[src/rtl/billing_pkg.sv]
// rtl/billing_pkg.sv - billing controller state encoding and display digit codes
package billing_pkg;

  typedef enum logic [2:0] {
    ST_QUOTE   = 3'd0,
    ST_PENALTY = 3'd1,
    ST_PAID    = 3'd2,
    ST_DONE    = 3'd3,
    ST_LOCK    = 3'd4
  } billing_state_e;

  // Non-numeric digit codes understood by the scan4 display drivers
  localparam logic [3:0] BLANK = 4'd11;
  localparam logic [3:0] SIGN  = 4'd10;

endpackage

[src/rtl/bcd_signed_sub.sv]
// rtl/bcd_signed_sub.sv - signed-magnitude BCD subtract (a - b), saturating on overflow
module bcd_signed_sub #(
  parameter int DIGITS = 3
) (
  input  logic                  a_neg,
  input  logic [4*DIGITS-1:0]   a_mag,
  input  logic [4*DIGITS-1:0]   b,
  output logic                  y_neg,
  output logic [4*DIGITS-1:0]   y_mag,
  output logic                  ovf
);

  localparam int W = 4 * DIGITS;
  localparam logic [W-1:0] ALL9 = {DIGITS{4'h9}};

  logic [W-1:0] sum, diff, cmp;
  logic         carry, borrow, c2;
  logic [4:0]   t;

  always_comb begin
    sum    = '0;
    diff   = '0;
    cmp    = '0;
    carry  = 1'b0;
    borrow = 1'b0;
    c2     = 1'b1;
    t      = '0;
    // Debt minus a positive amount grows the magnitude
    for (int i = 0; i < DIGITS; i++) begin
      t = {1'b0, a_mag[4*i +: 4]} + {1'b0, b[4*i +: 4]} + {4'd0, carry};
      if (t > 5'd9) begin
        t     = t - 5'd10;
        carry = 1'b1;
      end else begin
        carry = 1'b0;
      end
      sum[4*i +: 4] = t[3:0];
    end
    for (int i = 0; i < DIGITS; i++) begin
      t = {1'b0, a_mag[4*i +: 4]} - {1'b0, b[4*i +: 4]} - {4'd0, borrow};
      if (t[4]) begin
        t      = t + 5'd10;
        borrow = 1'b1;
      end else begin
        borrow = 1'b0;
      end
      diff[4*i +: 4] = t[3:0];
    end
    // Final borrow leaves a ten's complement; recover the magnitude
    for (int i = 0; i < DIGITS; i++) begin
      t = 5'd9 - {1'b0, diff[4*i +: 4]} + {4'd0, c2};
      if (t > 5'd9) begin
        t  = t - 5'd10;
        c2 = 1'b1;
      end else begin
        c2 = 1'b0;
      end
      cmp[4*i +: 4] = t[3:0];
    end

    ovf   = 1'b0;
    y_neg = 1'b0;
    y_mag = diff;
    if (a_neg) begin
      ovf   = carry;
      y_neg = 1'b1;
      y_mag = carry ? ALL9 : sum;
    end else if (borrow) begin
      y_neg = 1'b1;
      y_mag = cmp;
    end
    if (y_mag == '0) y_neg = 1'b0;
  end

endmodule

[src/rtl/billing_ctrl.sv]
// rtl/billing_ctrl.sv - quotes the mode price against the card balance, charges, fines idling and locks on debt
module billing_ctrl
  import billing_pkg::*;
#(
  parameter int DIGITS         = 3,
  parameter int MODES          = 4,
  parameter int TICKS_PER_SEC  = 100_000_000,
  parameter int PAY_TIMEOUT_S  = 8,
  parameter int FINE_PERIOD_S  = 1,
  parameter int DONE_TIMEOUT_S = 8,
  parameter logic [4*DIGITS-1:0] MAX_DEBT = 'h100,
  localparam int W  = 4 * DIGITS,
  localparam int MW = (MODES > 1) ? $clog2(MODES) : 1
) (
  input  logic               clk,
  input  logic               rst,
  input  logic               on,
  input  logic [W-1:0]       bal,
  input  logic [MW-1:0]      mode,
  input  logic [MODES*W-1:0] price_tbl,
  input  logic [W-1:0]       fine,
  input  logic               confirm,
  input  logic               cancel,
  input  logic               any_key,
  output logic [2:0]         state_o,
  output logic [W-1:0]       bal_out,
  output logic               neg,
  output logic [W-1:0]       disp_val,
  output logic               disp_is_price,
  output logic [7:0]         countdown,
  output logic               next,
  output logic               buzz_en,
  output logic               lock
);

  localparam int TW = (TICKS_PER_SEC > 1) ? $clog2(TICKS_PER_SEC) : 1;
  localparam int PW = (DIGITS > 1) ? $clog2(DIGITS) : 1;
  localparam logic [TW-1:0] TICK_MAX  = TW'(TICKS_PER_SEC - 1);
  localparam logic [7:0]    PAY_CD    = 8'(PAY_TIMEOUT_S);
  localparam logic [7:0]    DONE_CD   = 8'(DONE_TIMEOUT_S);
  localparam logic [7:0]    FINE_LAST = 8'(FINE_PERIOD_S - 1);
  localparam logic [PW-1:0] WALK_LAST = PW'(DIGITS - 1);

  billing_state_e state, state_n;
  logic [TW-1:0]  tick_cnt, tick_n;
  logic [7:0]     cd_n, fine_sec, fine_sec_n;
  logic [W-1:0]   work_mag_n, pre_mag, pre_mag_n, disp_n;
  logic           work_neg_n, pre_neg, pre_neg_n;
  logic           penalised, penalised_n, show_price, show_n;
  logic [PW-1:0]  walk, walk_n;
  logic           is_price_n, buzz_n, lock_n;
  logic           tick, fine_now;

  logic [W-1:0]   price_cur, src_mag, fine_mag, chg_a_mag, chg_mag;
  logic           src_neg, fine_neg, fine_ovf, chg_a_neg, chg_neg, chg_ovf;

  assign state_o   = state;
  assign price_cur = price_tbl[int'(mode)*W +: W];
  assign tick      = on && (tick_cnt == TICK_MAX);
  assign fine_now  = (state == ST_PENALTY) && tick && (fine_sec == FINE_LAST);
  // Until a fine has been applied, QUOTE works directly from the card balance
  assign src_mag   = (state == ST_QUOTE && !penalised) ? bal : bal_out;
  assign src_neg   = (state == ST_QUOTE && !penalised) ? 1'b0 : neg;
  assign chg_a_mag = fine_now ? fine_mag : src_mag;
  assign chg_a_neg = fine_now ? fine_neg : src_neg;

  bcd_signed_sub #(.DIGITS(DIGITS)) u_fine_sub (
    .a_neg(src_neg), .a_mag(src_mag), .b(fine),
    .y_neg(fine_neg), .y_mag(fine_mag), .ovf(fine_ovf)
  );

  bcd_signed_sub #(.DIGITS(DIGITS)) u_charge_sub (
    .a_neg(chg_a_neg), .a_mag(chg_a_mag), .b(price_cur),
    .y_neg(chg_neg), .y_mag(chg_mag), .ovf(chg_ovf)
  );

  always_comb begin
    state_n     = state;
    tick_n      = tick ? '0 : tick_cnt + 1'b1;
    cd_n        = countdown;
    fine_sec_n  = fine_sec;
    work_mag_n  = bal_out;
    work_neg_n  = neg;
    pre_mag_n   = pre_mag;
    pre_neg_n   = pre_neg;
    penalised_n = penalised;
    show_n      = show_price;
    walk_n      = walk;
    next        = 1'b0;
    if (on) begin
      case (state)
        ST_QUOTE: begin
          work_mag_n = src_mag;
          work_neg_n = src_neg;
          if (tick) begin
            show_n = ~show_price;
            cd_n   = countdown - 8'd1;
          end
          if (confirm) begin
            pre_mag_n  = src_mag;
            pre_neg_n  = src_neg;
            work_mag_n = chg_mag;
            work_neg_n = chg_neg;
            state_n    = chg_ovf ? ST_LOCK : ST_PAID;
          end else if (tick && countdown <= 8'd1) begin
            state_n = ST_PENALTY;
          end
        end
        ST_PENALTY: begin
          if (tick) fine_sec_n = fine_now ? 8'd0 : fine_sec + 8'd1;
          if (fine_now) begin
            work_mag_n  = fine_mag;
            work_neg_n  = fine_neg;
            penalised_n = 1'b1;
          end
          // Fine lands first, so the refund point already includes it
          if (confirm) begin
            pre_mag_n  = chg_a_mag;
            pre_neg_n  = chg_a_neg;
            work_mag_n = chg_mag;
            work_neg_n = chg_neg;
            state_n    = chg_ovf ? ST_LOCK : ST_PAID;
          end else if (fine_now && (fine_ovf || (fine_neg && fine_mag >= MAX_DEBT))) begin
            state_n = ST_LOCK;
          end
        end
        ST_PAID: begin
          if (cancel) begin
            work_mag_n = pre_mag;
            work_neg_n = pre_neg;
            state_n    = ST_QUOTE;
          end else if (confirm) begin
            state_n = ST_DONE;
          end
        end
        ST_DONE: begin
          if (tick) begin
            cd_n   = countdown - 8'd1;
            walk_n = (walk == WALK_LAST) ? '0 : walk + 1'b1;
          end
          if (any_key || (tick && countdown <= 8'd1)) begin
            next        = 1'b1;
            penalised_n = 1'b0;
            state_n     = ST_QUOTE;
          end
        end
        ST_LOCK: ;
        default: state_n = ST_QUOTE;
      endcase
      if (state_n != state) begin
        tick_n     = '0;
        fine_sec_n = '0;
        show_n     = 1'b0;
        walk_n     = '0;
        if (state_n == ST_QUOTE)     cd_n = PAY_CD;
        else if (state_n == ST_DONE) cd_n = DONE_CD;
      end
    end
  end

  // Display/buzzer/lock are registered from the next-state view so reset zeros them
  always_comb begin
    disp_n     = work_mag_n;
    is_price_n = 1'b0;
    buzz_n     = 1'b0;
    lock_n     = 1'b0;
    case (state_n)
      ST_QUOTE: begin
        buzz_n = 1'b1;
        if (show_n) begin
          disp_n     = price_cur;
          is_price_n = 1'b1;
        end
      end
      ST_PENALTY: buzz_n = 1'b1;
      ST_DONE: begin
        for (int i = 0; i < DIGITS; i++)
          disp_n[4*i +: 4] = (PW'(i) == walk_n) ? 4'h8 : BLANK;
      end
      ST_LOCK: begin
        buzz_n = 1'b1;
        lock_n = 1'b1;
      end
      default: ;
    endcase
  end

  always_ff @(posedge clk or negedge rst) begin
    if (!rst) begin
      state         <= ST_QUOTE;
      tick_cnt      <= '0;
      countdown     <= PAY_CD;
      fine_sec      <= '0;
      bal_out       <= '0;
      neg           <= 1'b0;
      pre_mag       <= '0;
      pre_neg       <= 1'b0;
      penalised     <= 1'b0;
      show_price    <= 1'b0;
      walk          <= '0;
      disp_val      <= '0;
      disp_is_price <= 1'b0;
      buzz_en       <= 1'b0;
      lock          <= 1'b0;
    end else if (on) begin
      state         <= state_n;
      tick_cnt      <= tick_n;
      countdown     <= cd_n;
      fine_sec      <= fine_sec_n;
      bal_out       <= work_mag_n;
      neg           <= work_neg_n;
      pre_mag       <= pre_mag_n;
      pre_neg       <= pre_neg_n;
      penalised     <= penalised_n;
      show_price    <= show_n;
      walk          <= walk_n;
      disp_val      <= disp_n;
      disp_is_price <= is_price_n;
      buzz_en       <= buzz_n;
      lock          <= lock_n;
    end
  end

endmodule
[config.mk]
export PLATFORM = sky130hd
export DESIGN_NAME = billing_ctrl
export DESIGN_NICKNAME = d
export VERILOG_FILES = /design/src/rtl/billing_pkg.sv /design/src/rtl/bcd_signed_sub.sv /design/src/rtl/billing_ctrl.sv
export SDC_FILE = /design/constraint.sdc
export NUM_CORES = 1
export LEC_CHECK = 0
export CAP_MARGIN = 10
export CORE_MARGIN = 10
export CORE_UTILIZATION = 45
export CTS_CLUSTER_DIAMETER = 100
export DETAILED_ROUTE_END_ITERATION = 8
export DONT_BUFFER_PORTS = 1
export SLEW_MARGIN = 20
export SYNTH_ARGS = -nofsm -noshare
export SYNTH_HDL_FRONTEND = slang
export SYNTH_SLANG_ARGS = --single-unit
export TNS_END_PERCENT = 20
[constraint.sdc]
create_clock -name clk -period 18.6 [get_ports clk]
set_input_delay 2.79 -clock clk [delete_from_list [all_inputs] [get_ports clk]]
set_output_delay 2.79 -clock clk [all_outputs]
set_load 0.1 [all_outputs]
* After elaboration in Yosys (flattened, before gate mapping) *
Index checks and enable logic that the tools add are counted.

storage, ports and cells
  bits in registers = 91
  input bits = 80

cells by class
  add/subtract/negate cells = 54
  multipliers = 1
  magnitude comparators = 14
  equal/unequal tests = 19
  shift operators = 1
  multiplexer cells = 114
  bitwise gates (word level) = 1
  reductions and logical operators = 28

operators by type and width
  kind                   count
  $mux 12                15
  $mux 4                 18
  $mux 8                 9
  $gt 5x4->1 const B     12
  $mux 27                2
  $pmux 12 s2            2
  $shiftx 48x7->12       1
  $sub 4x4->4 const B    12
  $mux 1                 45
  $add 5x1->5            8
  $pmux 12 s3            1
  $add 4x4->5            6
  $mux 3                 10
  $sub 4x4->5            6
  $sub 4x4->5 const A    6
  $add 27x1->27 const B  1
  $eq 27x27->1 const B   1
  $add 4x4->4 const B    6
  $logic_not 12->1       2
  $sub 5x1->5            4
  $mux 2                 8
  $pmux 3 s5             1
  $eq 3x2->1 const B     4
  $ge 12x9->1 const B    1
  29 further kinds       51

* Logic depth before layout (Yosys ltp) *
  depth after elaboration = 39
  gate-level depth with buffers = 68
  gate-level depth less buffers = 65

* Modules after synthesis *
From an unflattened synthesis, not the netlist that was laid out.

unflattened totals
  cell total of the unflattened synthesis = 1359
  area, all modules = 11209.5 um2

by module, submodules not included
  module                          times used  cells an instance  area each (um2)  seq. area each (um2)
  billing_ctrl                    1           662                5995.8           2278.4
  bcd_signed_sub at u_fine_sub    1           354                2660.1           0.0
  bcd_signed_sub at u_charge_sub  1           343                2553.7           0.0

* Worst setup path after synthesis *
Ideal clock, no wire load.

  path type = input to register
  start point = in bal[0]
  end point = reg disp_val[11]
  arrival time = 14259 ps
  setup slack = 4259 ps
  cell stages on the path = 62
  path buffers = 2
  cells stage by stage = mux2_2 -> inv_1 -> ha_1 -> fa_1 -> o21bai_1 -> a21oi_1 -> inv_1 -> fa_1 -> inv_1 -> fa_1 -> a21bo_2 -> a221oi_2 -> fa_1 -> inv_1 -> fa_1 -> and2_4 -> buf_6 -> o221ai_2 -> [26 not listed] -> mux2i_1 -> ha_1 -> inv_1 -> ha_1 -> xor2_1 -> ha_1 -> nand2_1 -> nand2_1 -> inv_1 -> a311o_1 -> nor2_1 -> mux2i_1 -> a21oi_1 -> mux2i_1 -> xnor2_1 -> o31ai_1 -> o2111ai_1 -> a31oi_1

between the ends
  longest elaborated chain between the ends = 32

ends and longest elaborated chain
  what                                   RTL line                                   source
  start: declaration                     billing_ctrl.sv:18                         input logic [W-1:0] bal,
  $mux 12 *                              billing_ctrl.sv:62                         assign src_mag = (state == ST_QUOTE && !penalised) ? bal : bal_out;
  $add 4x4->5                            bcd_signed_sub.sv:30                       t = {1'b0, a_mag[4*i +: 4]} + {1'b0, b[4*i +: 4]} + {4'd0, carry};
  $gt 5x4->1                             bcd_signed_sub.sv:31                       if (t > 5'd9) begin
  $mux 1                                 bcd_signed_sub.sv:31
  $add 5x1->5                            bcd_signed_sub.sv:30
  $gt 5x4->1                             bcd_signed_sub.sv:31
  $mux 1                                 bcd_signed_sub.sv:31
  $add 5x1->5                            bcd_signed_sub.sv:30
  [16 not listed]                        --
  $sub 4x4->4 (tied with other cells)    bcd_signed_sub.sv:53                       t = t - 5'd10;
  $mux 4 or $pmux 3 s5 (tied branches)   bcd_signed_sub.sv:52, billing_ctrl.sv:91
  $mux 12 or $mux 3 (tied branches)      bcd_signed_sub.sv:68, billing_ctrl.sv:90
  $mux 12 or $ne 3x3->1 (tied branches)  bcd_signed_sub.sv:64, billing_ctrl.sv:150
  $mux 12 (tied with other cells)        billing_ctrl.sv:117                        if (confirm) begin
  $pmux 12 s3 or $mux 1 (tied branches)  billing_ctrl.sv:91, billing_ctrl.sv:90
  $mux 12                                billing_ctrl.sv:170                        if (show_n) begin
  $pmux 12 s2 *                          billing_ctrl.sv:167                        case (state_n)
  end signal: assignment                 billing_ctrl.sv:217                        disp_val <= disp_n;
  end: declaration                       billing_ctrl.sv:28                         output logic [W-1:0] disp_val,

Every way passes the cells marked *; elsewhere a longest branch is shown, timed or not. The select of a mux whose other input is x is not followed.
A chain may end at the register's enable or synchronous reset.

* Final worst setup path *
  start point = in bal[1]
  end point = reg neg

between the ends
  longest elaborated chain between the ends = 32

ends and longest elaborated chain
  what                                       RTL line                                    source
  $mux 12 *                                  billing_ctrl.sv:62
  $add 4x4->5                                bcd_signed_sub.sv:30
  $gt 5x4->1                                 bcd_signed_sub.sv:31
  $mux 1                                     bcd_signed_sub.sv:31
  $add 5x1->5                                bcd_signed_sub.sv:30
  $gt 5x4->1                                 bcd_signed_sub.sv:31
  $mux 1                                     bcd_signed_sub.sv:31
  $add 5x1->5                                bcd_signed_sub.sv:30
  [16 not listed]                            --
  $sub 4x4->4 or $gt 5x4->1 (tied branches)  bcd_signed_sub.sv:53, bcd_signed_sub.sv:52
  $mux 4                                     bcd_signed_sub.sv:52                        if (t > 5'd9) begin
  $mux 12                                    bcd_signed_sub.sv:68                        end else if (borrow) begin
  $mux 12                                    bcd_signed_sub.sv:64                        if (a_neg) begin
  $logic_not 12->1                           bcd_signed_sub.sv:72                        if (y_mag == '0) y_neg = 1'b0;
  $mux 1                                     bcd_signed_sub.sv:72
  $mux 1, on equally long branches           billing_ctrl.sv:117, billing_ctrl.sv:99
  $pmux 1 s3 *                               billing_ctrl.sv:91                          case (state)
  end signal: assignment                     billing_ctrl.sv:211                         neg <= work_neg_n;
  end: declaration                           billing_ctrl.sv:27                          output logic neg,

Marked as above.

==> run metrics <==
Slew Limit Fails 0; max frequency 61.2 MHz; unrepaired setup endpoints after global routing false; top cell family by delay on the critical path compound AO/OA/AOI/OAI gates; area leader, netlist dfrtp_1; Bufs on Longest Clock Path 2; largest net degree at the start of global routing 92; required time of the critical path 18.83 ns; CTS sink cnt 91; hold crit path type flip-flop to flip-flop; Reg clk slew, reported paths 0.07 ns; Initial DRT Pass Iterations 5; slowest CP cell o21ai_0; status finished clean; PortBufs 0; H-tree depth reported by CTS 3; top cells by area, synth dfrtp_1, ha_1, nor2_1; first-pass GRT wire length around 54,000 µm; max_cap viols 0; final core area utilization between 40 and 50%; IO Count 120; initial antenna violation count 0; leading register cell type out of synthesis dfrtp_1; CP Class input port to flip-flop; CTS tree built; dpl hpwl 26,500 µm; vias per inst 6.02; Total Wirelength 33,700 µm; final cycle utilization of the critical path a little under 90%; Global Route Usage Sum 21.9%; # setup viols final 0; vias in the first global route 9,448; Mapped Nets between 1.5k and 2k; CP dominant cell by count ha_1; drt wl/cell roughly 20 µm; Critical Path Start Type input port; Die Y 174 µm; DRT iter0 DRCs 930; post-layout min period 16.34 ns; leading cell type in the layout, fill and taps excluded nor2_1; Area Growth Syn to Fin 6.26%; post-synth cell types 94; synthesized area 0.0107 mm²; NumNets Final 1,511; layout filler cell count 2,290; vias roughly 10k; max_slew headroom 24.7%; final hold viol count 0; post_cts resized 0; Core Area 0.0235 mm²; Arr. time, crit path 16.57 ns; Setup TNS Final 0 ns; Async SR Flop Fraction 100%; critical path buffer and inverter count 6; EDFF count, synth 0; Avg Inst Size Synth 7.96 µm²; number of synthesized register bits 91; Routed Antenna Nets 0; final setup skew roughly 0.017 ns; n_diodes 0; Root Driver clkbuf_16; most frequent cells in the layout nor2_1, nand2_1, inv_1, dfrtp_1, ha_1; worst skew pair latency 0.36 ns; Die Area 0.0304 mm²; Synth top area share 21.0%; Cells after Synth 1,349; slowest cell delay on critical path around 0.85 ns; worst-margin pin slew 1.13 ns; layout cells sized above 1 8.10%; routability cong. 0.925; global route overflow 0; Synthesis Warnings 0; Starting Density 45.7%; crit-path max FO 6; row cnt 56; Hold-fix buffers, CTS 0; post-CTS setup buffer count 0; CTS Buf Count 9; Die W 174 µm; sequential area share after synthesis a little over a fifth; residual DRC count 0; nature of the critical path endpoint flip-flop
[Yosys cell counts (all sizes together) (20+ instances only)]
library cell / number
xnor2: 60
o21ai: 80
nor3: 44
nand2: 136
nand2b: 22
nor2: 159
ha: 82
nand3: 34
inv: 113
dfrtp: 90
clkbuf: 33
mux2i: 36
xor2: 26
fa: 20
a21oi: 72
[metrics by stage]
| step | hold WS [ns] | area (µm²) | worst slack (ns) | cells |
|---|---|---|---|---|
| floorplan | 0.444 | 10700 | 4.26 | 1349 |
| global placement | 0.462 | 11100 | 2.38 | 1637 |
| detailed placement | 0.468 | 11100 | 2.19 | 1637 |
| CTS | 0.484 | 11400 | 2.52 | 1653 |
| global route | 0.503 | 11400 | 1.03 | 1653 |
| finish | 0.484 | 11400 | 2.26 | 1653 |
[worst paths after layout]
kind | endpoint | from | slack (ns) | depth (start not counted)
max | neg | bal[1] | 2.26 | 59
min | pre_mag[0] | pre_mag[0] | 0.48 | 2
max reg2reg | neg | state_o[0] | 2.98 | 61
min reg2reg | pre_mag[0] | pre_mag[0] | 0.48 | 2
max in group asynchronous | countdown[3] | rst | 16.22 | 0
min in group asynchronous | fine_sec[6] | rst | 2.14 | 0
[worst min-delay path, cell delays in order, from the launching register on]
cell	delay, ns
dfrtp_1	0.35
nand2_1	0.04
o21ai_0	0.06
[sequential cells by signal, indices dropped and copies added (netlist names)]
name	flops
neg	1
lock	1
disp_val	12
buzz_en	1
fine_sec	8
disp_is_price	1
pre_mag	12
tick_cnt	27
state_o	3
walk	2
countdown	8
show_price	1
bal_out	12
penalised	1
pre_neg	1
[kinds of logic after synthesis]
logic type / count (synthesis) / share of synthesized area [%]
buffers and inverters: 161 / 5.94
AO/OA/AOI/OAI: 330 / 21.3
flip-flops: 91 / 21.2
AND/OR/NAND/NOR: 512 / 23.0
XOR/XNOR: 87 / 7.44
adder cells (fa/ha/maj): 102 / 13.3
multiplexers: 66 / 7.83
[layout make-up]
type / instances / area, µm² / share of cell area, %
multi-input cells: 1097 / 7830 / 68.6
well taps: 319 / 399 / 3.50
clock inverters: 7 / 101 / 0.888
inverters: 113 / 424 / 3.72
repair buffers: 17 / 148 / 1.29
clock buffers: 9 / 225 / 1.97
flip-flops and latches: 91 / 2280 / 20.0
[per-layer routing]
layer	vias up	share of wire, %	track usage [%]
met3	40	8.6	5.37
li1	4774	-	-
met5	-	0	0
met4	0	1.9	4.74
met1	4722	45	29.6
met2	421	45	34.5
Power is left out: the tool's default activity adds up to more than one toggle a clock period on the data nets, which glitch-free logic cannot reach.
